===== src/rtl/tcm_mem_loader_if.sv =====
// rtl/tcm_mem_loader_if.sv - command, response and TCM port bundle for tcm_mem_loader
interface tcm_mem_loader_if;
  logic        cmd_valid_i;
  logic        cmd_accept_o;
  logic [1:0]  cmd_op_i;
  logic [16:0] cmd_addr_i;
  logic [31:0] cmd_data_i;
  logic [3:0]  cmd_mask_i;
  logic [15:0] cmd_len_i;
  logic        resp_valid_o;
  logic        resp_accept_i;
  logic [31:0] resp_data_o;
  logic        resp_error_o;
  logic [13:0] tcm_addr_o;
  logic [63:0] tcm_data_o;
  logic [7:0]  tcm_wr_o;
  logic [63:0] tcm_data_i;

  modport slave (
    input  cmd_valid_i, cmd_op_i, cmd_addr_i, cmd_data_i, cmd_mask_i, cmd_len_i,
    input  resp_accept_i, tcm_data_i,
    output cmd_accept_o, resp_valid_o, resp_data_o, resp_error_o,
    output tcm_addr_o, tcm_data_o, tcm_wr_o
  );

  modport master (
    output cmd_valid_i, cmd_op_i, cmd_addr_i, cmd_data_i, cmd_mask_i, cmd_len_i,
    output resp_accept_i, tcm_data_i,
    input  cmd_accept_o, resp_valid_o, resp_data_o, resp_error_o,
    input  tcm_addr_o, tcm_data_o, tcm_wr_o
  );
endinterface


===== src/rtl/tcm_mem_loader.sv =====
// rtl/tcm_mem_loader.sv - 32-bit word read/write/fill command initiator for a 64-bit TCM port
module tcm_mem_loader (
  input  logic            clk_i,
  input  logic            rst_i,
  tcm_mem_loader_if.slave bus
);
  typedef enum logic [2:0] {S_IDLE, S_WRITE, S_READ, S_FILL, S_RESP} state_t;

  localparam logic [1:0] OP_WRITE = 2'd0;
  localparam logic [1:0] OP_READ  = 2'd1;
  localparam logic [1:0] OP_FILL  = 2'd2;
  localparam logic [1:0] OP_RSVD  = 2'd3;

  state_t      state, state_n;
  logic [16:0] addr_q, addr_n;
  logic [31:0] data_q, data_n;
  logic [15:0] cnt_q, cnt_n;
  logic        accept_n, resp_valid_n, resp_error_n;
  logic [31:0] resp_data_n;
  logic [13:0] tcm_addr_n;
  logic [63:0] tcm_data_n;
  logic [7:0]  tcm_wr_n;

  logic        handshake, cmd_err;
  logic [18:0] fill_end;
  logic [16:0] fill_addr_next;
  logic [31:0] fill_data_next;

  function automatic logic [7:0] lanes(input logic hi, input logic [3:0] be);
    return hi ? {be, 4'h0} : {4'h0, be};
  endfunction

  assign handshake      = bus.cmd_valid_i & bus.cmd_accept_o;
  // Extra headroom bit so a large length can never wrap back into range
  assign fill_end       = {2'b00, bus.cmd_addr_i} + {1'b0, bus.cmd_len_i, 2'b00};
  assign cmd_err        = (bus.cmd_addr_i[1:0] != 2'b00) || (bus.cmd_op_i == OP_RSVD) ||
                          ((bus.cmd_op_i == OP_FILL) && (fill_end > 19'h20000));
  assign fill_addr_next = addr_q + 17'd4;
  assign fill_data_next = data_q + 32'd1;

  always_comb begin
    state_n      = state;
    addr_n       = addr_q;
    data_n       = data_q;
    cnt_n        = cnt_q;
    accept_n     = 1'b0;
    resp_valid_n = bus.resp_valid_o;
    resp_error_n = bus.resp_error_o;
    resp_data_n  = bus.resp_data_o;
    tcm_addr_n   = bus.tcm_addr_o;
    tcm_data_n   = bus.tcm_data_o;
    tcm_wr_n     = 8'h00;

    case (state)
      S_IDLE: begin
        accept_n = 1'b1;
        if (handshake) begin
          accept_n     = 1'b0;
          addr_n       = bus.cmd_addr_i;
          data_n       = bus.cmd_data_i;
          cnt_n        = bus.cmd_len_i;
          resp_data_n  = 32'h0;
          resp_error_n = cmd_err;
          tcm_addr_n   = bus.cmd_addr_i[16:3];
          tcm_data_n   = {bus.cmd_data_i, bus.cmd_data_i};
          if (cmd_err) begin
            state_n      = S_RESP;
            resp_valid_n = 1'b1;
          end else begin
            case (bus.cmd_op_i)
              OP_WRITE: begin
                state_n  = S_WRITE;
                tcm_wr_n = lanes(bus.cmd_addr_i[2], bus.cmd_mask_i);
              end
              OP_READ: state_n = S_READ;
              OP_FILL: begin
                if (bus.cmd_len_i == 16'd0) begin
                  state_n      = S_RESP;
                  resp_valid_n = 1'b1;
                end else begin
                  state_n  = S_FILL;
                  tcm_wr_n = lanes(bus.cmd_addr_i[2], 4'hF);
                end
              end
              default: begin
                state_n      = S_RESP;
                resp_valid_n = 1'b1;
              end
            endcase
          end
        end
      end
      S_WRITE: begin
        state_n      = S_RESP;
        resp_valid_n = 1'b1;
      end
      S_READ: begin
        resp_data_n  = addr_q[2] ? bus.tcm_data_i[63:32] : bus.tcm_data_i[31:0];
        state_n      = S_RESP;
        resp_valid_n = 1'b1;
      end
      S_FILL: begin
        // Outputs for the current word are already on the port; stage the next one
        if (cnt_q == 16'd1) begin
          state_n      = S_RESP;
          resp_valid_n = 1'b1;
        end else begin
          cnt_n      = cnt_q - 16'd1;
          addr_n     = fill_addr_next;
          data_n     = fill_data_next;
          tcm_addr_n = fill_addr_next[16:3];
          tcm_data_n = {fill_data_next, fill_data_next};
          tcm_wr_n   = lanes(fill_addr_next[2], 4'hF);
        end
      end
      S_RESP: begin
        if (bus.resp_accept_i) begin
          state_n      = S_IDLE;
          resp_valid_n = 1'b0;
          accept_n     = 1'b1;
        end
      end
      default: state_n = S_IDLE;
    endcase
  end

  always_ff @(posedge clk_i or negedge rst_i) begin
    if (!rst_i) begin
      state            <= S_IDLE;
      addr_q           <= '0;
      data_q           <= '0;
      cnt_q            <= '0;
      bus.cmd_accept_o <= 1'b0;
      bus.resp_valid_o <= 1'b0;
      bus.resp_error_o <= 1'b0;
      bus.resp_data_o  <= '0;
      bus.tcm_addr_o   <= '0;
      bus.tcm_data_o   <= '0;
      bus.tcm_wr_o     <= '0;
    end else begin
      state            <= state_n;
      addr_q           <= addr_n;
      data_q           <= data_n;
      cnt_q            <= cnt_n;
      bus.cmd_accept_o <= accept_n;
      bus.resp_valid_o <= resp_valid_n;
      bus.resp_error_o <= resp_error_n;
      bus.resp_data_o  <= resp_data_n;
      bus.tcm_addr_o   <= tcm_addr_n;
      bus.tcm_data_o   <= tcm_data_n;
      bus.tcm_wr_o     <= tcm_wr_n;
    end
  end
endmodule


===== src/flat_wrapper.sv =====
// flat-port wrapper written by rule: the top's interface ports become plain ports
module tcm_mem_loader_flat 
  (clk_i, rst_i, bus_cmd_valid_i, bus_cmd_op_i, bus_cmd_addr_i, bus_cmd_data_i, bus_cmd_mask_i, bus_cmd_len_i, bus_resp_accept_i, bus_tcm_data_i, bus_cmd_accept_o, bus_resp_valid_o, bus_resp_data_o, bus_resp_error_o, bus_tcm_addr_o, bus_tcm_data_o, bus_tcm_wr_o);
  tcm_mem_loader_if bus_i ();
  input  logic clk_i;
  input  logic rst_i;
  input wire logic [$bits(bus_i.cmd_valid_i)-1:0] bus_cmd_valid_i;
  input wire logic [$bits(bus_i.cmd_op_i)-1:0] bus_cmd_op_i;
  input wire logic [$bits(bus_i.cmd_addr_i)-1:0] bus_cmd_addr_i;
  input wire logic [$bits(bus_i.cmd_data_i)-1:0] bus_cmd_data_i;
  input wire logic [$bits(bus_i.cmd_mask_i)-1:0] bus_cmd_mask_i;
  input wire logic [$bits(bus_i.cmd_len_i)-1:0] bus_cmd_len_i;
  input wire logic [$bits(bus_i.resp_accept_i)-1:0] bus_resp_accept_i;
  input wire logic [$bits(bus_i.tcm_data_i)-1:0] bus_tcm_data_i;
  output wire logic [$bits(bus_i.cmd_accept_o)-1:0] bus_cmd_accept_o;
  output wire logic [$bits(bus_i.resp_valid_o)-1:0] bus_resp_valid_o;
  output wire logic [$bits(bus_i.resp_data_o)-1:0] bus_resp_data_o;
  output wire logic [$bits(bus_i.resp_error_o)-1:0] bus_resp_error_o;
  output wire logic [$bits(bus_i.tcm_addr_o)-1:0] bus_tcm_addr_o;
  output wire logic [$bits(bus_i.tcm_data_o)-1:0] bus_tcm_data_o;
  output wire logic [$bits(bus_i.tcm_wr_o)-1:0] bus_tcm_wr_o;
  assign bus_i.cmd_valid_i = bus_cmd_valid_i;
  assign bus_i.cmd_op_i = bus_cmd_op_i;
  assign bus_i.cmd_addr_i = bus_cmd_addr_i;
  assign bus_i.cmd_data_i = bus_cmd_data_i;
  assign bus_i.cmd_mask_i = bus_cmd_mask_i;
  assign bus_i.cmd_len_i = bus_cmd_len_i;
  assign bus_i.resp_accept_i = bus_resp_accept_i;
  assign bus_i.tcm_data_i = bus_tcm_data_i;
  assign bus_cmd_accept_o = bus_i.cmd_accept_o;
  assign bus_resp_valid_o = bus_i.resp_valid_o;
  assign bus_resp_data_o = bus_i.resp_data_o;
  assign bus_resp_error_o = bus_i.resp_error_o;
  assign bus_tcm_addr_o = bus_i.tcm_addr_o;
  assign bus_tcm_data_o = bus_i.tcm_data_o;
  assign bus_tcm_wr_o = bus_i.tcm_wr_o;
  tcm_mem_loader u_core (.clk_i(clk_i), .rst_i(rst_i), .bus(bus_i));
endmodule

===== config.mk =====
export PLATFORM = sky130hd
export DESIGN_NAME = tcm_mem_loader_flat
export DESIGN_NICKNAME = d
export VERILOG_FILES = /design/src/rtl/tcm_mem_loader_if.sv /design/src/rtl/tcm_mem_loader.sv /design/src/flat_wrapper.sv
export SDC_FILE = /design/constraint.sdc
export NUM_CORES = 1
export LEC_CHECK = 0
export BUFFER_PORTS_ARGS = -buffer_cell sky130_fd_sc_hd__buf_2
export CAP_MARGIN = 40
export CORE_UTILIZATION = 50
export DETAILED_ROUTE_END_ITERATION = 6
export PLACE_DENSITY = 0.85
export SLEW_MARGIN = 20
export SYNTH_ARGS = -nofsm -noshare
export SYNTH_HDL_FRONTEND = slang
export SYNTH_SLANG_ARGS = --single-unit

===== constraint.sdc =====
create_clock -name clk_i -period 5.4 [get_ports clk_i]
set_input_delay 1.35 -clock clk_i [delete_from_list [all_inputs] [get_ports clk_i]]
set_output_delay 1.35 -clock clk_i [all_outputs]
set_load 0.03 [all_outputs]

==> metrics.md <==
| Metric | Value |
|---|---|
| Dpl hpwl | about 16000 um |
| Synth top area share | about two fifths |
| Hold Vio Cnt, Final | 0 |
| Syn_nets | 1020 |
| Post-CTS sizing | 0 |
| Max H-tree Level | 3 |
| Reg-to-reg startpoint | u_core.cnt_q[8]$_DFFE_PN0P_ |
| TritonRoute pass-1 iters | 7 |
| Slew @ Worst Pin | 676 ps |
| Total number of vias | ~7300 |
| Area grow syn2layout | 20.7% |
| DR WL/cell | 16.8 um |
| Number of synthesized register bits | approximately 110 |
| Number of synthesized flops with an enable pin | 0 |
| Post-synth ARST share | 100% |
| Number of global-route vias before repair | 6727 |
| Yosys warning count | 0 |
| Drt initial violations | between 500 and 600 |
| Io pins | 260 |
| Relative slew margins | a little over half |
| CTS tree | done |
| Sink Count | approximately 110 |
| Initial antenna violation count | 0 |
| Worst skew pair latency | 350 ps |
| Number of setup buffers added after CTS | 0 |
| Port Buf Inserts | 259 |
| Setup CP Type | in2reg |
| Routed WL | between 20000 and 25000 um |
| Arrival @ worst endpoint | approximately 4500 ps |
| Overall routing resource usage | ~29% |
| WP data required | ~5600 ps |
| Hold Buf Count CTS | 0 |
| DRC viols | 0 |
| CP endpoint | u_core.bus.resp_valid_o$_DFFE_PN0P_ |
| Netlist cell types | 66 |
| Worst Skew | 9.60 ps |
| Peak Freq | approximately 240 MHz |
| Die height | roughly 120 um |
| Register area share after synthesis | 38.8% |
| Share of layout cells above drive strength 1 | 29.0% |
| Final setup viols | 0 |
| P_leak | between 0.003 and 0.004 uW |
| Placed Cells | between 1000 and 1500 |
| Width of the die | 121 um |
| Hold WC Path Type | reg2reg |
| Final Critical Period | around 4200 ps |
| Drt via density | 5.91 |
| Antenna diodes | 0 |
| Clk buf depth | 2 |
| Pin count of the biggest net entering global routing | 62 |
| Final period utilization | about four fifths |
| Layout Nets | 1211 |
| CP Capture Type | register |
| Peak supply drop | 0.234 mV |
| Post-synth top flop | dfrtp_1 |
| Dpl ws | 829 ps |
| Leading area contributor after synthesis | dfrtp_1 |
| Post-synth top cells | o21ai_0 (116), dfrtp_1 (109), a21oi_1 (105), nand2_1 (102), nor2_1 (73) |
| Largest cells by area after synthesis | dfrtp_1 (39%), o21ai_0 (8.3%), a21oi_1 (7.5%), nand2_1 (5.5%), buf_4 (4.9%) |
| CP startpoint | bus_cmd_len_i[0] |
| Worst flop-to-flop path endpoint | u_core.cnt_q[11]$_DFFE_PN0P_ |
| Cell count after synthesis | about 860 |
| DIE AREA | between 0.01 and 0.015 sq mm |
| Total grt overflow | 0 |
| Setup TNS | 0 ps |
| Setup ws final | between 1000 and 1500 ps |
| Mapped cell area | about 0.0070 sq mm |
| Cts bufs inserted | 9 |
| Slack of the worst reg-to-reg path | around 2100 ps |
| Total power | between 4000 and 5000 uW |
| Max_cap viols | 0 |
| Placer congestion estimate | around 0.94 |
| First-pass GRT wire length | 33100 um |
| R2R depth | 9 |
| Pwr/cell area | 505 mW/mm^2 |
| Core Rows | 42 |
| RSZ-0062 raised after global routing | no |
| Slew Limit Fails | 0 |
| Non-Filler Instances | 1233 |
| Run status | finished clean |
| Initial Util | 52.2% |
| Worst-path clk slew | about 80 ps |
| Synth Area per Inst | approximately 8.2 sq um |
| CTS root buf | clkbuf_16 |
| WHS | 475 ps |
| Most numerous cell in the Yosys netlist | o21ai_0 |
| Crit path launch type | input port |
| Core ar. | 0.0135 sq mm |
| Post-route ant nets | 0 |
| Worst-path fanout max | 6 |
==> critical path: stages <==
cell and delay (ps):
buf_2 120, ha_1 240, fa_1 410, a21o_1 190
a21oi_1 330, mux2_2 380, nor3_1 130, o211ai_1 110
or4_4 550, o21ai_4 250, a31oi_1 130, a221o_1 270
==> how the worst min path moves through the flow <==
stage	endpoint	cells after the start	from
after CTS	u_core.bus.resp_data_o[10]$_DFFE_PN0P_	2	u_core.bus.resp_data_o[10]$_DFFE_PN0P_
after floorplan	u_core.cnt_q[10]$_DFFE_PN0P_	1	u_core.cnt_q[10]$_DFFE_PN0P_
after detailed placement	u_core.bus.resp_data_o[23]$_DFFE_PN0P_	2	u_core.bus.resp_data_o[23]$_DFFE_PN0P_
after global placement	u_core.bus.resp_data_o[6]$_DFFE_PN0P_	2	u_core.bus.resp_data_o[6]$_DFFE_PN0P_
final	u_core.bus.resp_data_o[1]$_DFFE_PN0P_	2	u_core.bus.resp_data_o[1]$_DFFE_PN0P_
after global routing	u_core.bus.resp_data_o[2]$_DFFE_PN0P_	2	u_core.bus.resp_data_o[2]$_DFFE_PN0P_
==> power breakdown <==
| part | switching (uW) | leakage, uW | total [uW] | internal [uW] |
|---|---|---|---|---|
| logic | 1430 | 0.00249 | 2120 | 682 |
| clock network | 318 | 0.000153 | 708 | 391 |
| registers | 348 | 0.00134 | 1460 | 1110 |
| total | 2100 | 0.00399 | 4280 | 2180 |
==> logic make-up (layout without fill, tap and decap cells) <==
| family | after synthesis | count (layout) | share of synthesized area, % |
|---|---|---|---|
| buf+inv | 99 | 295 | 7.95 |
| compound gates | 305 | 305 | 24.8 |
| simple gates | 287 | 287 | 19.0 |
| flops | 109 | 109 | 38.8 |
| mux | 35 | 35 | 5.01 |
| xor+xnor | 6 | 6 | 0.749 |
| fa+ha+maj | 20 | 20 | 3.67 |
==> through the flow <==
| step | area, sq um | util, % |
|---|---|---|
| 3_3_place_gp | 8080 | 60.1 |
| 5_1_grt | 8480 | 63.0 |
| 6_report | 8480 | 63.0 |
| 4_1_cts | 8460 | 62.9 |
| 3_5_place_dp | 8140 | 60.5 |
| 2_1_floorplan | 7020 | - |
==> metal layers <==
layer	share of wire, %	global-route usage [%]
met2	51	49.0
met1	41	36.7
met5	0	0
met3	6.5	5.00
met4	2.0	9.80
==> layout make-up <==
cell class,instances,area (sq um)
Multi-Input combinational cell,653,3750
Inverter,10,37.5
Timing Repair Buffer,269,1420
Tap cell,176,220
Sequential cell,109,2730
Clock inverter,5,63.8
Clock buffer,11,253
Fill cell,1177,4980
==> cell usage in the layout, fill, tap and decap left out, types with 11 or more instances in the layout <==
| cell type | n |
|---|---|
| buf_2 | 258 |
| o21ai_0 | 116 |
| dfrtp_1 | 108 |
| a21oi_1 | 105 |
| nand2_1 | 101 |
| nor2_1 | 72 |
| mux2i_1 | 34 |
| nand3_1 | 33 |
| o22ai_1 | 23 |
| ha_1 | 19 |
| nor3_1 | 15 |
| and3_1 | 11 |
==> state kept, by name, indices dropped and copies added (netlist names) <==
name,count
u_core.addr_q,1
u_core.bus.cmd_accept_o,1
u_core.bus.resp_data_o,32
u_core.bus.resp_error_o,1
u_core.bus.resp_valid_o,1
u_core.bus.tcm_addr_o,14
u_core.bus.tcm_data_o,32
u_core.bus.tcm_wr_o,8
u_core.cnt_q,16
u_core.state,3
Power figures use the tool's default switching activity.
